### config.mk
export PLATFORM = sky130hd
export DESIGN_NAME = p_merge_tx_flat
export DESIGN_NICKNAME = d
export VERILOG_FILES = /design/src/rtl/p_tree_pkg.sv /design/src/rtl/p_merge_tx_if.sv /design/src/rtl/p_merge_tx_rr_arb2.sv /design/src/rtl/p_merge_tx.sv /design/src/flat_wrapper.sv
export SDC_FILE = /design/constraint.sdc
export NUM_CORES = 1
export LEC_CHECK = 0
export CORE_MARGIN = 2
export CORE_UTILIZATION = 37
export CTS_BUF_LIST = sky130_fd_sc_hd__clkbuf_2
export CTS_CLUSTER_DIAMETER = 200
export DETAILED_ROUTE_END_ITERATION = 7
export GPL_TIMING_DRIVEN = 0
export PLACE_DENSITY = 0.81
export SLEW_MARGIN = 25
export SYNTH_ARGS = -nofsm -noshare
export SYNTH_HDL_FRONTEND = slang
export SYNTH_HIERARCHICAL = 1
export SYNTH_SLANG_ARGS = --single-unit
### constraint.sdc
create_clock -name clk -period 1.95 [get_ports clk]
set_clock_uncertainty 0.1 [all_clocks]
set_input_delay 0.585 -clock clk [delete_from_list [all_inputs] [get_ports clk]]
set_output_delay 0.585 -clock clk [all_outputs]
set_load 0.01 [all_outputs]
### src/rtl/p_tree_pkg.sv
// Shared types for the P-packet tree upstream merge channel.
package p_tree_pkg;

  localparam int P_DATA_WIDTH = 16;

  typedef enum logic [1:0] {IDLE, WAIT_DATA, SEND} merge_state_t;

  typedef enum logic {SRC_C1 = 1'b0, SRC_C2 = 1'b1} p_src_t;

endpackage

### src/rtl/p_merge_tx_if.sv
// Token channels between two children, the merge block and its parent.
interface p_merge_tx_if #(
  parameter int DATA_WIDTH = 16,
  parameter int CNT_WIDTH  = 16
);
  logic                  c1_req_valid;
  logic                  c1_req_ready;
  logic                  c1_data_valid;
  logic [DATA_WIDTH-1:0] c1_data;
  logic                  c1_data_ready;
  logic                  c2_req_valid;
  logic                  c2_req_ready;
  logic                  c2_data_valid;
  logic [DATA_WIDTH-1:0] c2_data;
  logic                  c2_data_ready;
  logic                  out_valid;
  logic [DATA_WIDTH-1:0] out_data;
  logic                  out_src;
  logic                  out_ready;
  logic [CNT_WIDTH-1:0]  c1_pkt_cnt;
  logic [CNT_WIDTH-1:0]  c2_pkt_cnt;

  // Environment side: drives child tokens and parent ready.
  modport master (
    output c1_req_valid, c1_data_valid, c1_data,
    output c2_req_valid, c2_data_valid, c2_data,
    output out_ready,
    input  c1_req_ready, c1_data_ready, c2_req_ready, c2_data_ready,
    input  out_valid, out_data, out_src, c1_pkt_cnt, c2_pkt_cnt
  );

  // Merge block side.
  modport slave (
    input  c1_req_valid, c1_data_valid, c1_data,
    input  c2_req_valid, c2_data_valid, c2_data,
    input  out_ready,
    output c1_req_ready, c1_data_ready, c2_req_ready, c2_data_ready,
    output out_valid, out_data, out_src, c1_pkt_cnt, c2_pkt_cnt
  );
endinterface

### src/rtl/p_merge_tx_rr_arb2.sv
// Two-input round-robin arbiter; the last-grant history is held by the caller.
module rr_arb2
  import p_tree_pkg::*;
(
  input  logic [1:0] req,
  input  p_src_t     last_grant,
  output logic [1:0] grant
);

  always_comb begin
    grant = req;
    // Contested: favour whichever child did not win last time.
    if (req == 2'b11) begin
      grant = (last_grant == SRC_C1) ? 2'b10 : 2'b01;
    end
  end

endmodule

### src/rtl/p_merge_tx.sv
// Merges req+data packets from two children onto one parent channel, tagged by source.
// Define MERGE_STATS_EN to enable the saturating per-child packet counters.
module p_merge_tx
  import p_tree_pkg::*;
#(
  parameter int DATA_WIDTH = P_DATA_WIDTH,
  parameter int CNT_WIDTH  = 16
) (
  input  logic         clk,
  input  logic         reset,
  p_merge_tx_if.slave  bus
);

  merge_state_t          state_q, state_d;
  p_src_t                grant_q, grant_d;
  p_src_t                last_q, last_d;
  logic                  out_valid_q, out_valid_d;
  logic [DATA_WIDTH-1:0] out_data_q, out_data_d;
  p_src_t                out_src_q, out_src_d;

  logic [1:0]            arb_gnt;
  logic                  req_xfer, data_xfer, out_xfer;
  logic                  sel_data_valid;
  logic [DATA_WIDTH-1:0] sel_data;

  rr_arb2 u_arb (
    .req        ({bus.c2_req_valid, bus.c1_req_valid}),
    .last_grant (last_q),
    .grant      (arb_gnt)
  );

  // Readies are gated by reset so nothing is accepted while it is asserted.
  assign bus.c1_req_ready  = !reset && (state_q == IDLE) && arb_gnt[0];
  assign bus.c2_req_ready  = !reset && (state_q == IDLE) && arb_gnt[1];
  assign bus.c1_data_ready = !reset && (state_q == WAIT_DATA) && (grant_q == SRC_C1);
  assign bus.c2_data_ready = !reset && (state_q == WAIT_DATA) && (grant_q == SRC_C2);

  assign sel_data_valid = (grant_q == SRC_C2) ? bus.c2_data_valid : bus.c1_data_valid;
  assign sel_data       = (grant_q == SRC_C2) ? bus.c2_data       : bus.c1_data;

  assign req_xfer  = (bus.c1_req_valid && bus.c1_req_ready) ||
                     (bus.c2_req_valid && bus.c2_req_ready);
  assign data_xfer = (state_q == WAIT_DATA) && sel_data_valid && !reset;
  assign out_xfer  = out_valid_q && bus.out_ready;

  always_comb begin
    state_d     = state_q;
    grant_d     = grant_q;
    last_d      = last_q;
    out_valid_d = out_valid_q;
    out_data_d  = out_data_q;
    out_src_d   = out_src_q;
    case (state_q)
      IDLE: begin
        if (req_xfer) begin
          grant_d = arb_gnt[1] ? SRC_C2 : SRC_C1;
          state_d = WAIT_DATA;
        end
      end
      WAIT_DATA: begin
        if (data_xfer) begin
          out_data_d  = sel_data;
          out_src_d   = grant_q;
          out_valid_d = 1'b1;
          state_d     = SEND;
        end
      end
      SEND: begin
        // out_data is deliberately left holding the last packet.
        if (out_xfer) begin
          out_valid_d = 1'b0;
          last_d      = grant_q;
          state_d     = IDLE;
        end
      end
      default: state_d = IDLE;
    endcase
  end

  always_ff @(posedge clk or posedge reset) begin
    if (reset) begin
      state_q     <= IDLE;
      grant_q     <= SRC_C1;
      last_q      <= SRC_C2;
      out_valid_q <= 1'b0;
      out_data_q  <= '0;
      out_src_q   <= SRC_C1;
    end else begin
      state_q     <= state_d;
      grant_q     <= grant_d;
      last_q      <= last_d;
      out_valid_q <= out_valid_d;
      out_data_q  <= out_data_d;
      out_src_q   <= out_src_d;
    end
  end

  assign bus.out_valid = out_valid_q;
  assign bus.out_data  = out_data_q;
  assign bus.out_src   = out_src_q;

`ifdef MERGE_STATS_EN
  logic [CNT_WIDTH-1:0] c1_cnt_q, c1_cnt_d;
  logic [CNT_WIDTH-1:0] c2_cnt_q, c2_cnt_d;

  function automatic logic [CNT_WIDTH-1:0] sat_inc(input logic [CNT_WIDTH-1:0] v);
    return (&v) ? v : v + 1'b1;
  endfunction

  always_comb begin
    c1_cnt_d = c1_cnt_q;
    c2_cnt_d = c2_cnt_q;
    if (out_xfer && (out_src_q == SRC_C1)) c1_cnt_d = sat_inc(c1_cnt_q);
    if (out_xfer && (out_src_q == SRC_C2)) c2_cnt_d = sat_inc(c2_cnt_q);
  end

  always_ff @(posedge clk or posedge reset) begin
    if (reset) begin
      c1_cnt_q <= '0;
      c2_cnt_q <= '0;
    end else begin
      c1_cnt_q <= c1_cnt_d;
      c2_cnt_q <= c2_cnt_d;
    end
  end

  assign bus.c1_pkt_cnt = c1_cnt_q;
  assign bus.c2_pkt_cnt = c2_cnt_q;
`else
  assign bus.c1_pkt_cnt = '0;
  assign bus.c2_pkt_cnt = '0;
`endif

endmodule

### src/flat_wrapper.sv
// flat-port wrapper written by rule: the top's interface ports become plain ports
module p_merge_tx_flat import p_tree_pkg::*;
#(
  parameter int DATA_WIDTH = P_DATA_WIDTH,
  parameter int CNT_WIDTH  = 16
)
  (clk, reset, bus_c1_req_valid, bus_c1_data_valid, bus_c1_data, bus_c2_req_valid, bus_c2_data_valid, bus_c2_data, bus_out_ready, bus_c1_req_ready, bus_c1_data_ready, bus_c2_req_ready, bus_c2_data_ready, bus_out_valid, bus_out_data, bus_out_src, bus_c1_pkt_cnt, bus_c2_pkt_cnt);
  p_merge_tx_if #(.DATA_WIDTH(DATA_WIDTH), .CNT_WIDTH(CNT_WIDTH)) bus_i ();
  input  logic clk;
  input  logic reset;
  input wire logic [$bits(bus_i.c1_req_valid)-1:0] bus_c1_req_valid;
  input wire logic [$bits(bus_i.c1_data_valid)-1:0] bus_c1_data_valid;
  input wire logic [$bits(bus_i.c1_data)-1:0] bus_c1_data;
  input wire logic [$bits(bus_i.c2_req_valid)-1:0] bus_c2_req_valid;
  input wire logic [$bits(bus_i.c2_data_valid)-1:0] bus_c2_data_valid;
  input wire logic [$bits(bus_i.c2_data)-1:0] bus_c2_data;
  input wire logic [$bits(bus_i.out_ready)-1:0] bus_out_ready;
  output wire logic [$bits(bus_i.c1_req_ready)-1:0] bus_c1_req_ready;
  output wire logic [$bits(bus_i.c1_data_ready)-1:0] bus_c1_data_ready;
  output wire logic [$bits(bus_i.c2_req_ready)-1:0] bus_c2_req_ready;
  output wire logic [$bits(bus_i.c2_data_ready)-1:0] bus_c2_data_ready;
  output wire logic [$bits(bus_i.out_valid)-1:0] bus_out_valid;
  output wire logic [$bits(bus_i.out_data)-1:0] bus_out_data;
  output wire logic [$bits(bus_i.out_src)-1:0] bus_out_src;
  output wire logic [$bits(bus_i.c1_pkt_cnt)-1:0] bus_c1_pkt_cnt;
  output wire logic [$bits(bus_i.c2_pkt_cnt)-1:0] bus_c2_pkt_cnt;
  assign bus_i.c1_req_valid = bus_c1_req_valid;
  assign bus_i.c1_data_valid = bus_c1_data_valid;
  assign bus_i.c1_data = bus_c1_data;
  assign bus_i.c2_req_valid = bus_c2_req_valid;
  assign bus_i.c2_data_valid = bus_c2_data_valid;
  assign bus_i.c2_data = bus_c2_data;
  assign bus_i.out_ready = bus_out_ready;
  assign bus_c1_req_ready = bus_i.c1_req_ready;
  assign bus_c1_data_ready = bus_i.c1_data_ready;
  assign bus_c2_req_ready = bus_i.c2_req_ready;
  assign bus_c2_data_ready = bus_i.c2_data_ready;
  assign bus_out_valid = bus_i.out_valid;
  assign bus_out_data = bus_i.out_data;
  assign bus_out_src = bus_i.out_src;
  assign bus_c1_pkt_cnt = bus_i.c1_pkt_cnt;
  assign bus_c2_pkt_cnt = bus_i.c2_pkt_cnt;
  p_merge_tx #(.DATA_WIDTH(DATA_WIDTH), .CNT_WIDTH(CNT_WIDTH)) u_core (.clk(clk), .reset(reset), .bus(bus_i));
endmodule
==> Yosys cells after proc, flatten, opt, wreduce, memory -nomap -nowiden <==
Index checks and enable logic that the tools add are counted.
{ "totals": {"elab_cells": 45, "ff_bits": 22, "latch_bits": 0, "mem_bits_ro": 0, "ramBits": 0, "n_memories": 0, "output_inout_bits": 54} }
{ "op_classes": {"addsub": 0, "n_shift": 0, "mux": 12, "n_mul": 0, "n_lt_le_gt_ge": 0, "eq_ne": 6, "div": 0, "n_reduce_logical": 20, "bitwise": 1} }
{ "ops": {"columns": ["cell", "n"], "rows": [
  ["2-to-1 mux 16 bit", 1],
  ["logical AND 1 bit", 11],
  ["2-to-1 mux 2 bit", 5],
  ["!= test 2 x 1 -> 1 bit, second input constant", 3],
  ["case mux 2 bit (3 select lines)", 1],
  ["AND reduction 2 bit", 3],
  ["AND reduction 3 bit", 2],
  ["equality test 2 bit, second input constant", 2],
  ["2-to-1 mux 1 bit", 4],
  ["equality test 2 x 1 -> 1 bit, second input constant", 1],
  ["logical NOT 2 bit", 1],
  ["case mux 1 bit (2 select lines)", 1],
  ["nonzero test 2 bit", 1],
  ["logical NOT 1 bit", 1],
  ["logical OR 1 bit", 1],
  ["inverter 1 bit", 1]
]} }

==> Longest topological paths before layout <==
Gate-level depths: netlist (run 1).
{ "depth": {"ltp_word": 7, "ltp_mapped": 5, "ltp_nobuf": 5} }

==> Hierarchy <==
Netlist (run 1), hierarchy kept.
{ "by_module_without_submodules": {"columns": ["mod", "n_inst", "seq_area_each_um2", "cells_each", "area_each_um2"], "rows": [
  ["p_merge_tx", 1, 551.8, 118, 1396.3],
  ["rr_arb2", 1, 0.0, 3, 18.8]
]} }

==> Worst setup path after synthesis (run 1) <==
Ideal clock, no wire load.
{ "synth_path": {"path_type": "input to register", "start": "in reset", "end": "reg u_core.out_data_q[0], in the netlist u_core/bus.out_data[0]", "n_path_buf": 1, "arrival_time_ns": 1.682, "stages": 4, "required_ns": 1.725, "setup_time_ns": 0.125, "path_slack_ns": 0.043, "cell_sequence": "or3b_4 > nor2_4 > buf_12 > mux2_4"} }
{ "synth_via": {"elab_chain_len": 3} }
{ "synth_lines": {"columns": ["item", "line_no", "source"], "rows": [
  ["from (decl)", "flat_wrapper.sv:10", "input logic reset;"],
  ["logical NOT 1 bit", "p_merge_tx.sv:43", "assign data_xfer = (state_q == WAIT_DATA) && sel_data_valid && !reset;"],
  ["logical AND 1 bit", "p_merge_tx.sv:43", null],
  ["AND reduction 2 bit (no source line)", null, null],
  ["to (signal assigned)", "p_merge_tx.sv:93", "out_data_q <= out_data_d;"],
  ["to (decl)", "p_merge_tx.sv:18", "logic [DATA_WIDTH-1:0] out_data_q, out_data_d;"]
]} }
No other way between the ends.
A chain may end at the register's enable or synchronous reset.

==> Worst setup path in the final report (run 1) <==
{ "layout_path": {"start": "reg u_core.state_q[1]", "end": "out bus_c2_data_ready"} }
{ "layout_via": {"elab_chain_len": 3} }
{ "layout_lines": {"columns": ["item", "line_no", "source"], "rows": [
  ["from (decl)", "p_merge_tx.sv:14", "merge_state_t state_q, state_d;"],
  ["from (signal assigned)", "p_merge_tx.sv:89", "state_q <= state_d;"],
  ["equality test 2 x 1 -> 1 bit", "p_merge_tx.sv:36", "assign bus.c2_data_ready = !reset && (state_q == WAIT_DATA) && (grant_q == SRC_C2);"],
  ["logical AND 1 bit (2 in series)", "p_merge_tx.sv:36", null],
  ["to (decl)", "flat_wrapper.sv:21", "output wire logic [$bits(bus_i.c2_data_ready)-1:0] bus_c2_data_ready;"]
]} }
No other way between the ends.

==> impl_metrics.csv, run 1 <==
group,metric,value,unit
outcome,status,"finished, violations left",
outcome,failed_checks,"negative setup slack",
timing,setup_viol,4,
cts,clockBufferDepth,2,
setup_path,cp_max_fo,5,
cts,cts_tree,"yes",
placed_design,io_buffer_count,60,
global_routing,use_met3,3.748,%
run,drv_cap,0,
routing,drc,0,
yosys,synth_edf_count,0,
routing,ant_nets,0,
setup_path,cpLargestDelayFamily,"simple AND/OR/NAND/NOR gates",
yosys,yosysMostFrequentCell,"buf_4",
yosys,yosysSeqAreaShare,38.99,%
cts,cts_sinks,22,
yosys,yosys.area.top_type,"dfrtp_1",
global_routing,grt_overflow,0,
floorplan,die_area,4336,um^2
setup_path,crit_path_start_kind,"flip-flop",
timing,final_hold_viol_count,0,
pwr,powerDensity,1052,nW/um^2
yosys,synth_top_flop_cell,"dfrtp_1",
timing,period_minus_slack,2.084,ns
timing,setup_ws,-0.1345,ns
routing,drt_iter0_drc,13,
yosys,syn-mean-instance-area,11.70,um^2
routing,wirelength,2839,um
yosys,syn_inst,121,
global_routing,grt_usage,12.80,%
yosys,async_flop_share,100.0,%
yosys,ys.warnings.count,6,
setup_path,path_cells,"or3b_4 > nor2_1 > buf_2",
floorplan,fp.dieH,65.85,um
placed_design,dpl-instance-area,2192,um^2
global_routing,met2_usage,23.86,%
timing,max_slew_margin,45.03,%
setup_path,timing.rr.start,"u_core/state_q[1]",
setup_path,critPathSlowestCell,"dfrtp_1",
routing,routed_via_density,4.007,
yosys,synthTopCellsByCount,"32 x buf_4, 26 x mux2_2, 21 x dfrtp_1, 7 x mux2_4",
timing,finalSetupTns,-0.4922,ns
yosys,ys_seq_elements,22,
setup_path,cp_data_required_time,1.26,ns
setup_path,path_buf_inv,1,
final_layout,fin_area,2318,um^2
yosys,synth_top_area_share,37.14,%
pwr,ir_worst_vdd,0.5741,mV
cts,htreeDepth,1,
cts,hold_buffers,0,
placed_design,dp_hpwl,2090,um
yosys,synth_area_leaders,"dfrtp_1 37%, mux2_2 21%, buf_4 17%",
final_layout,area_delta_synth_final,63.84,%
global_routing,antenna_found_initial,0,
global_routing,busiest_layer,"met2",
timing,timing.fmax,479.7,MHz
timing,finalMaxSlewViolations,0,
yosys,syn-cell-area,1415,um^2
cts,root_buffer,"clkbuf_2",
global_routing,grt_max_degree,23,
final_layout,drive_gt1_share,43.36,%
floorplan,die_x,65.85,um
placed_design,globalplace.congestion,0.7281,
final_layout,insertedDiodeCount,0,
global_routing,grt_use_met1,14.43,%
cts,clock_latency,0.31,ns
setup_path,cp-startpoint,"u_core/state_q[1]",
global_routing,grt_pass1_wl,4360,um
cts,path_clk_slew,0.20,ns
timing,rsz0062_at_grt,"yes",
final_layout,finalNetCount,266,
floorplan,ioPinCount,93,
floorplan,core,3661,um^2
worst_hold_path,hold_path_class,"input port to async pin",
floorplan,initial_utilization,38.65,%
setup_path,max_stage_delay,0.46,ns
global_routing,grt_pass1_vias,1004,
cts,numCtsBuffers,3,
routing,first_pass_iters,4,
pwr,p_leak,1.220,nW
setup_path,worstSetupPathType,"flip-flop to output pin",
timing,worst_slew_pin_slew,0.8237,ns
floorplan,rows,22,
setup_path,worst_setup_path_end_kind,"output pin",
setup_path,arrival,1.40,ns
yosys,ys_types,29,
routing,wl_per_cell,10.36,um
timing,finalCritPeriodShare,106.9,%
routing,num_vias,1098,
## layer usage
layer,part of all wire [%],vias to the layer above
met2,48,63
met5,0,-
met1,40,476
met4,0,0
li1,-,559
met3,12,0
## stage by stage
step | hold slack [ns] | utilization [%] | total power (W) | setup WS (ns) | instances
5_1_grt | 0.3549 | 63.33 | 0.002629 | -0.2388 | 274
4_1_cts | 0.3419 | 61.79 | 0.002438 | -0.1454 | 272
2_1_floorplan | 0.4512 | - | 0.001634 | 0.04326 | 152
3_3_place_gp | 0.3875 | 59.88 | 0.002214 | -0.8682 | 260
3_5_place_dp | 0.3923 | 59.88 | 0.002232 | -0.8610 | 260
6_report | 0.3266 | 63.33 | 0.002438 | -0.1345 | 274
## worst paths after layout
path / end / slack [ns] / cells past startpoint
max in group asynchronous: u_core/bus.out_data[9] / 0.92 / 2
worst max register to register: u_core/bus.out_data[6] / 0.12 / 5
worst min-delay path: u_core/bus.out_data[0] / 0.33 / 2
worst max-delay path: bus_c2_data_ready / -0.13 / 3
min in group clk: u_core/bus.out_data[10] / 0.43 / 1
worst min register to register: u_core/bus.out_data[10] / 0.43 / 1
## report_power, final
part	total (W)	switching (W)	internal [W]
combinational	0.00144	0.000542	0.000893
clock	0.000187	0.000133	0.0000543
sequential	0.000816	0.000127	0.000689
## final cells by class
cell class,count,area [um^2]
flip-flops and latches,22,551.8
multi-input cells,92,728.2
well taps,48,60.06
plain buffers,35,269.0
repair buffers,70,678.2
clock buffers,4,20.02
inverters,3,11.26
fillers,322,1343
## cells in the final DEF (no fill, tap or decap), types with 2 or more instances in the layout
| master | instances |
|---|---|
| conb_1 | 32 |
| nor2_1 | 2 |
| clkbuf_2 | 4 |
| dfrtp_1 | 21 |
| mux2_2 | 26 |
| and2_4 | 2 |
| buf_12 | 2 |
| inv_1 | 3 |
| buf_2 | 4 |
| a22o_1 | 2 |
| buf_4 | 41 |
| a21o_2 | 2 |
| dlymetal6s2s_1 | 7 |
| nand2_1 | 3 |
| nand3_1 | 2 |
| dlygate4sd2_1 | 12 |
| mux2_4 | 7 |
| clkdlybuf4s50_1 | 35 |
| buf_6 | 2 |
## cell families (layout without fill, tap and decap cells)
family,after synthesis,in the layout,share of synthesized area (%)
buffers and inverters,38,112,19.72
and+or+nand+nor,16,16,6.808
DFF,22,22,38.99
AOI/OAI and AO/OA,10,10,5.394
other,1,32,0.2650
muxes,34,34,28.82
## what timing repair did
action,in CTS,in global routing
hold endpoints to repair,0,0
setup endpoints to repair,33,18
setup buffers,9,2
gates resized for setup,42,10
pin swaps,5,1
## state kept, by name, summed over array words and instances, names as in the netlist
signal	count
u_core/bus.out_data	16
u_core/state_q	2
u_core/bus.out_src	1
u_core/bus.out_valid	1
u_core/grant_q	1
u_core/last_q	1
Note: power is estimated with default switching activity, not from simulation.
==> run 2, diff against run 1 <==
==> constraint.sdc (replaced) <==
create_clock -name clk -period 1.95 [get_ports clk]
set_clock_uncertainty 0.1 [all_clocks]
set_input_delay 0.2925 -clock clk [delete_from_list [all_inputs] [get_ports clk]]
set_output_delay 0.2925 -clock clk [all_outputs]
set_load 0.01 [all_outputs]
==> run 2 against run 1 <==
The run now ends clean. Global-route usage decreased by 0.22 points. Clock-buffer cell count unchanged. First-iteration DRC count increased by 15%. Largest power group unchanged. Routed wire length decreased by 5.4%. Design area decreased by 2.1%. Core utilization decreased by 1.3 points. Non-clock buffer count decreased by 5.
==> impl_metrics.csv, run 2 (synthesis results as in run 1) <==
group,metric,value,unit
placed_design,globalplace.congestion,0.7281,
floorplan,fp.dieH,65.85,um
placed_design,dp_hpwl,2090,um
routing,wl_per_cell,9.989,um
cts,cts_tree,"yes",
setup_path,worst_setup_path_end_kind,"output pin",
cts,hold_buffers,0,
routing,drc,0,
placed_design,dpl-instance-area,2192,um^2
cts,root_buffer,"clkbuf_2",
routing,first_pass_iters,4,
setup_path,cp_max_fo,3,
global_routing,grt_overflow,0,
worst_hold_path,hold_path_class,"input port to async pin",
cts,htreeDepth,1,
floorplan,ioPinCount,93,
pwr,p_leak,1.097,nW
setup_path,path_cells,"buf_6 > or3b_4 > nor2_1 > buf_2",
final_layout,final_util,62.00,%
setup_path,worstSetupPathType,"flip-flop to output pin",
floorplan,core,3661,um^2
routing,routed_via_density,3.978,
final_layout,finalNetCount,261,
final_layout,drive_gt1_share,39.82,%
timing,timing.fmax,528.8,MHz
global_routing,antenna_found_initial,0,
routing,drt_iter0_drc,15,
placed_design,io_buffer_count,60,
cts,cts_sinks,22,
timing,rsz0062_at_grt,"yes",
final_layout,layout_commonest_cell,"clkdlybuf4s50_1",
cts,path_clk_slew,0.20,ns
setup_path,max_stage_delay,0.44,ns
final_layout,largest_reg_flops,16,
pwr,total_power,0.002462,W
pwr,ir_worst_vdd,0.6104,mV
timing,period_minus_slack,1.891,ns
global_routing,grt_max_degree,23,
timing,final_hold_viol_count,0,
timing,finalMaxSlewViolations,0,
routing,ant_nets,0,
pwr,powerDensity,1085,nW/um^2
cts,clockBufferDepth,2,
routing,wirelength,2687,um
final_layout,insertedDiodeCount,0,
final_layout,final_cell_mix,"56 x clkdlybuf4s50_1, 35 x buf_4, 32 x conb_1",
floorplan,die_area,4336,um^2
run,drv_cap,0,
setup_path,cp_data_required_time,1.56,ns
floorplan,initial_utilization,38.65,%
setup_path,arrival,1.50,ns
setup_path,critPathSlowestCell,"dfrtp_1",
timing,setup_viol,0,
setup_path,crit_path_start_kind,"flip-flop",
global_routing,grt_pass1_vias,981,
timing,max_slew_margin,44.49,%
global_routing,grt_usage,12.59,%
global_routing,grt_pass1_wl,4264,um
timing,finalCritPeriodShare,96.97,%
final_layout,fin_area,2270,um^2
outcome,status,"completed",
routing,num_vias,1070,
cts,numCtsBuffers,3,
floorplan,die_x,65.85,um
floorplan,rows,22,
cts,clock_latency,0.30,ns
final_layout,area_delta_synth_final,60.39,%
timing,worst_slew_pin_slew,0.8317,ns
[run 2: layout make-up]
type,instances,area (um^2)
fill,329,1391
sequential,22,551.8
inverter,3,11.26
timing repair buffer,65,641.9
multi-input combinational,92,715.7
buffer,35,269.0
tap,48,60.06
clock buffer,4,20.02
[run 2: worst paths after layout]
check	startpoint	end	slack, ns	cells past startpoint
worst max-delay path	u_core/state_q[1]	bus_c2_data_ready	0.06	4
worst min-delay path	reset	u_core/bus.out_data[0]	0.43	2
worst max register to register	u_core/state_q[1]	u_core/bus.out_data[6]	0.17	5
worst min register to register	u_core/bus.out_data[11]	u_core/bus.out_data[11]	0.43	1
max in group asynchronous	reset	u_core/bus.out_data[9]	0.81	2
min in group clk	u_core/bus.out_data[11]	u_core/bus.out_data[11]	0.43	1
[run 2: metrics by stage]
| step | hold slack [ns] | TNS [ns] | setup WS, ns | cells |
|---|---|---|---|---|
| 5_1_grt | 0.4333 | -0.1202 | -0.04884 | 269 |
| 4_1_cts | 0.4291 | 0 | 0.007789 | 267 |
| 3_5_place_dp | 0.3923 | -4.353 | -0.2760 | 260 |
| 3_3_place_gp | 0.3875 | -4.321 | -0.2832 | 260 |
| 6_report | 0.4304 | 0 | 0.05900 | 269 |
| 2_1_floorplan | 0.1810 | 0 | 0.2065 | 152 |
[run 2: layer usage]
layer	wire length, um	global-route usage, %
met3	365	4.259
met2	1263	23.23
met4	0	2.344
met5	0	0
met1	1059	13.99
[run 2: power by group]
part / switching (W) / internal, W / total [W]
clock: 0.000129 / 0.0000543 / 0.000184
sequential: 0.000141 / 0.000690 / 0.000831
combinational: 0.000509 / 0.000938 / 0.00145
total: 0.000779 / 0.00168 / 0.00246
[run 2: worst max-delay path, delay by kind of cell (launching register included)]
family / cells / cell delay [ns]
and+or+nand+nor: 2 / 0.49
buffers and inverters: 2 / 0.26
DFF: 1 / 0.44
[run 2: repair_timing]
| action | CTS | global route |
|---|---|---|
| resized for setup | 15 | 2 |
| setup buffers | 3 | 2 |
| pin swaps | 2 | 2 |
| endpoints found under the setup margin | 4 | 10 |
==> run 3, diff against run 2 <==
--- a/config.mk
+++ b/config.mk
@@ -6,12 +6,12 @@
 export NUM_CORES = 1
 export LEC_CHECK = 0
 export CORE_MARGIN = 2
-export CORE_UTILIZATION = 37
+export CORE_UTILIZATION = 33
 export CTS_BUF_LIST = sky130_fd_sc_hd__clkbuf_2
 export CTS_CLUSTER_DIAMETER = 200
 export DETAILED_ROUTE_END_ITERATION = 7
 export GPL_TIMING_DRIVEN = 0
-export PLACE_DENSITY = 0.81
+export PLACE_DENSITY = 0.77
 export SLEW_MARGIN = 25
 export SYNTH_ARGS = -nofsm -noshare
 export SYNTH_HDL_FRONTEND = slang
==> constraint.sdc (replaced) <==
create_clock -name clk -period 1.5 [get_ports clk]
set_clock_uncertainty 0.1 [all_clocks]
set_input_delay 0.225 -clock clk [delete_from_list [all_inputs] [get_ports clk]]
set_output_delay 0.225 -clock clk [all_outputs]
set_load 0.01 [all_outputs]
==> run 3 against run 2 <==
The run now ends with negative setup slack left. Critical path depth grew 1. Cell count grew 5.6%. Worst setup slack lost 0.43 ns. Hold slack lost 0.039 ns. Core utilization shrank 2.0 points. Highest routed layer is now met4. Combinational power grew 50%. Largest cell class unchanged. First-iteration DRC count grew 80%. Total power grew 42%. Non-clock buffer count grew 13. Clock power grew 38%. Via count grew 7.0%.
==> impl_metrics.csv, run 3 (synthesis results as in run 1) <==
group,metric,value,unit
routing,drc,0,
pwr,powerDensity,1437,nW/um^2
setup_path,cp_max_fo,4,
floorplan,die_area,4828,um^2
worst_hold_path,hold_path_class,"input port to flip-flop",
global_routing,grt_overflow,0,
final_layout,final_util,59.98,%
pwr,ir_worst_vdd,0.7639,mV
placed_design,globalplace.congestion,0.7592,
outcome,status,"finished, violations left",
cts,numCtsBuffers,3,
timing,setup_viol,23,
outcome,failed_checks,"negative setup slack",
setup_path,cp_data_required_time,1.65,ns
global_routing,grt_usage,14.60,%
setup_path,worst_setup_path_end_kind,"flip-flop",
routing,wl_per_cell,12.27,um
timing,period_minus_slack,1.875,ns
setup_path,arrival,2.02,ns
routing,ant_nets,0,
setup_path,worstSetupPathType,"flip-flop to flip-flop",
final_layout,layout_commonest_cell,"buf_4",
routing,num_vias,1145,
timing,worst_slew_pin_slew,0.8586,ns
timing,setup_ws,-0.3748,ns
global_routing,antenna_found_initial,0,
routing,routed_via_density,4.032,
final_layout,area_delta_synth_final,71.97,%
final_layout,drive_gt1_share,45.73,%
final_layout,final_cell_mix,"42 x buf_4, 38 x clkdlybuf4s50_1, 32 x conb_1",
timing,fin_hold_ws,0.3918,ns
floorplan,ioPinCount,93,
run,drv_cap,0,
timing,rsz0062_at_grt,"yes",
cts,hold_buffers,0,
routing,first_pass_iters,4,
timing,final_hold_viol_count,0,
cts,path_clk_slew,0.21,ns
timing,finalMaxSlewViolations,0,
pwr,p_leak,1.243,nW
final_layout,insertedDiodeCount,0,
global_routing,grt_max_degree,23,
placed_design,dpl-instance-area,2195,um^2
floorplan,fp.dieH,69.49,um
setup_path,crit_path_start_kind,"flip-flop",
timing,max_slew_margin,42.69,%
routing,drt_iter0_drc,27,
timing,finalSetupTns,-7.503,ns
routing,wirelength,3486,um
floorplan,die_x,69.49,um
cts,htreeDepth,1,
floorplan,core,4058,um^2
cts,clockBufferDepth,2,
final_layout,largest_reg_flops,16,
cts,cts_tree,"yes",
floorplan,rows,23,
final_layout,finalNetCount,274,
placed_design,dp_hpwl,2367,um
cts,clock_latency,0.32,ns
cts,root_buffer,"clkbuf_2",
global_routing,grt_pass1_wl,5637,um
global_routing,grt_pass1_vias,1176,
timing,finalCritPeriodShare,125.0,%
floorplan,initial_utilization,34.88,%
placed_design,io_buffer_count,60,
cts,cts_sinks,22,
timing,timing.fmax,533.4,MHz
final_layout,fin_area,2434,um^2
[run 3: metrics by stage]
stage | worst slack, ns | power, W | instances
2_1_floorplan | -0.1969 | 0.002123 | 152
3_3_place_gp | -0.6473 | 0.002897 | 262
3_5_place_dp | -0.6590 | 0.002929 | 262
4_1_cts | -0.3450 | 0.003448 | 283
5_1_grt | -0.4075 | 0.003731 | 284
6_report | -0.3748 | 0.003498 | 284
[run 3: power by group]
part	internal [W]	total, W	switching [W]
clock network	0.0000705	0.000253	0.000183
logic	0.00135	0.00218	0.000825
registers	0.000899	0.00107	0.000167
[run 3: critical path, stage by stage (launching register included)]
cell       delay (ns)
dfrtp_2          0.46
buf_6            0.12
or3b_4           0.40
nor2_4           0.24
clkbuf_16        0.19
mux2_4           0.29
[run 3: path summary, 6_finish.rpt]
path	cells past startpoint	end	start	slack (ns)
worst max-delay path	5	u_core/bus.out_data[4]	u_core/state_q[1]	-0.37
worst min-delay path	2	u_core/bus.out_src	bus_c1_data_valid	0.39
worst max register to register	5	u_core/bus.out_data[4]	u_core/state_q[1]	-0.37
min in group asynchronous	2	u_core/bus.out_data[12]	reset	0.40
max in group asynchronous	2	u_core/state_q[1]	reset	0.33
worst min register to register	1	u_core/bus.out_data[11]	u_core/bus.out_data[11]	0.43
[run 3: area by class of cell]
| type | count | area [um^2] |
|---|---|---|
| buffer | 35 | 270.3 |
| clock buffer | 4 | 20.02 |
| fill | 354 | 1624 |
| inverter | 3 | 11.26 |
| multi-input combinational | 92 | 773.2 |
| sequential | 22 | 553.0 |
| tap | 50 | 62.56 |
| timing repair buffer | 78 | 743.2 |
[run 3: metal layers]
layer	global-route usage, %	vias to the layer above	share of wire [%]
met5	0	-	0
met4	5.229	0	0.98
met3	3.198	4	7.2
met2	25.85	48	52
met1	17.26	518	40
li1	-	575	-
[run 3: timing repair]
action / 4_1_cts / 5_1_grt
endpoints found under the hold margin: 0 / 0
resized for setup: 60 / 7
endpoints found under the setup margin: 41 / 25
pin swaps: 5 / 1
setup buffers: 17 / 2
gates cloned: 0 / 1
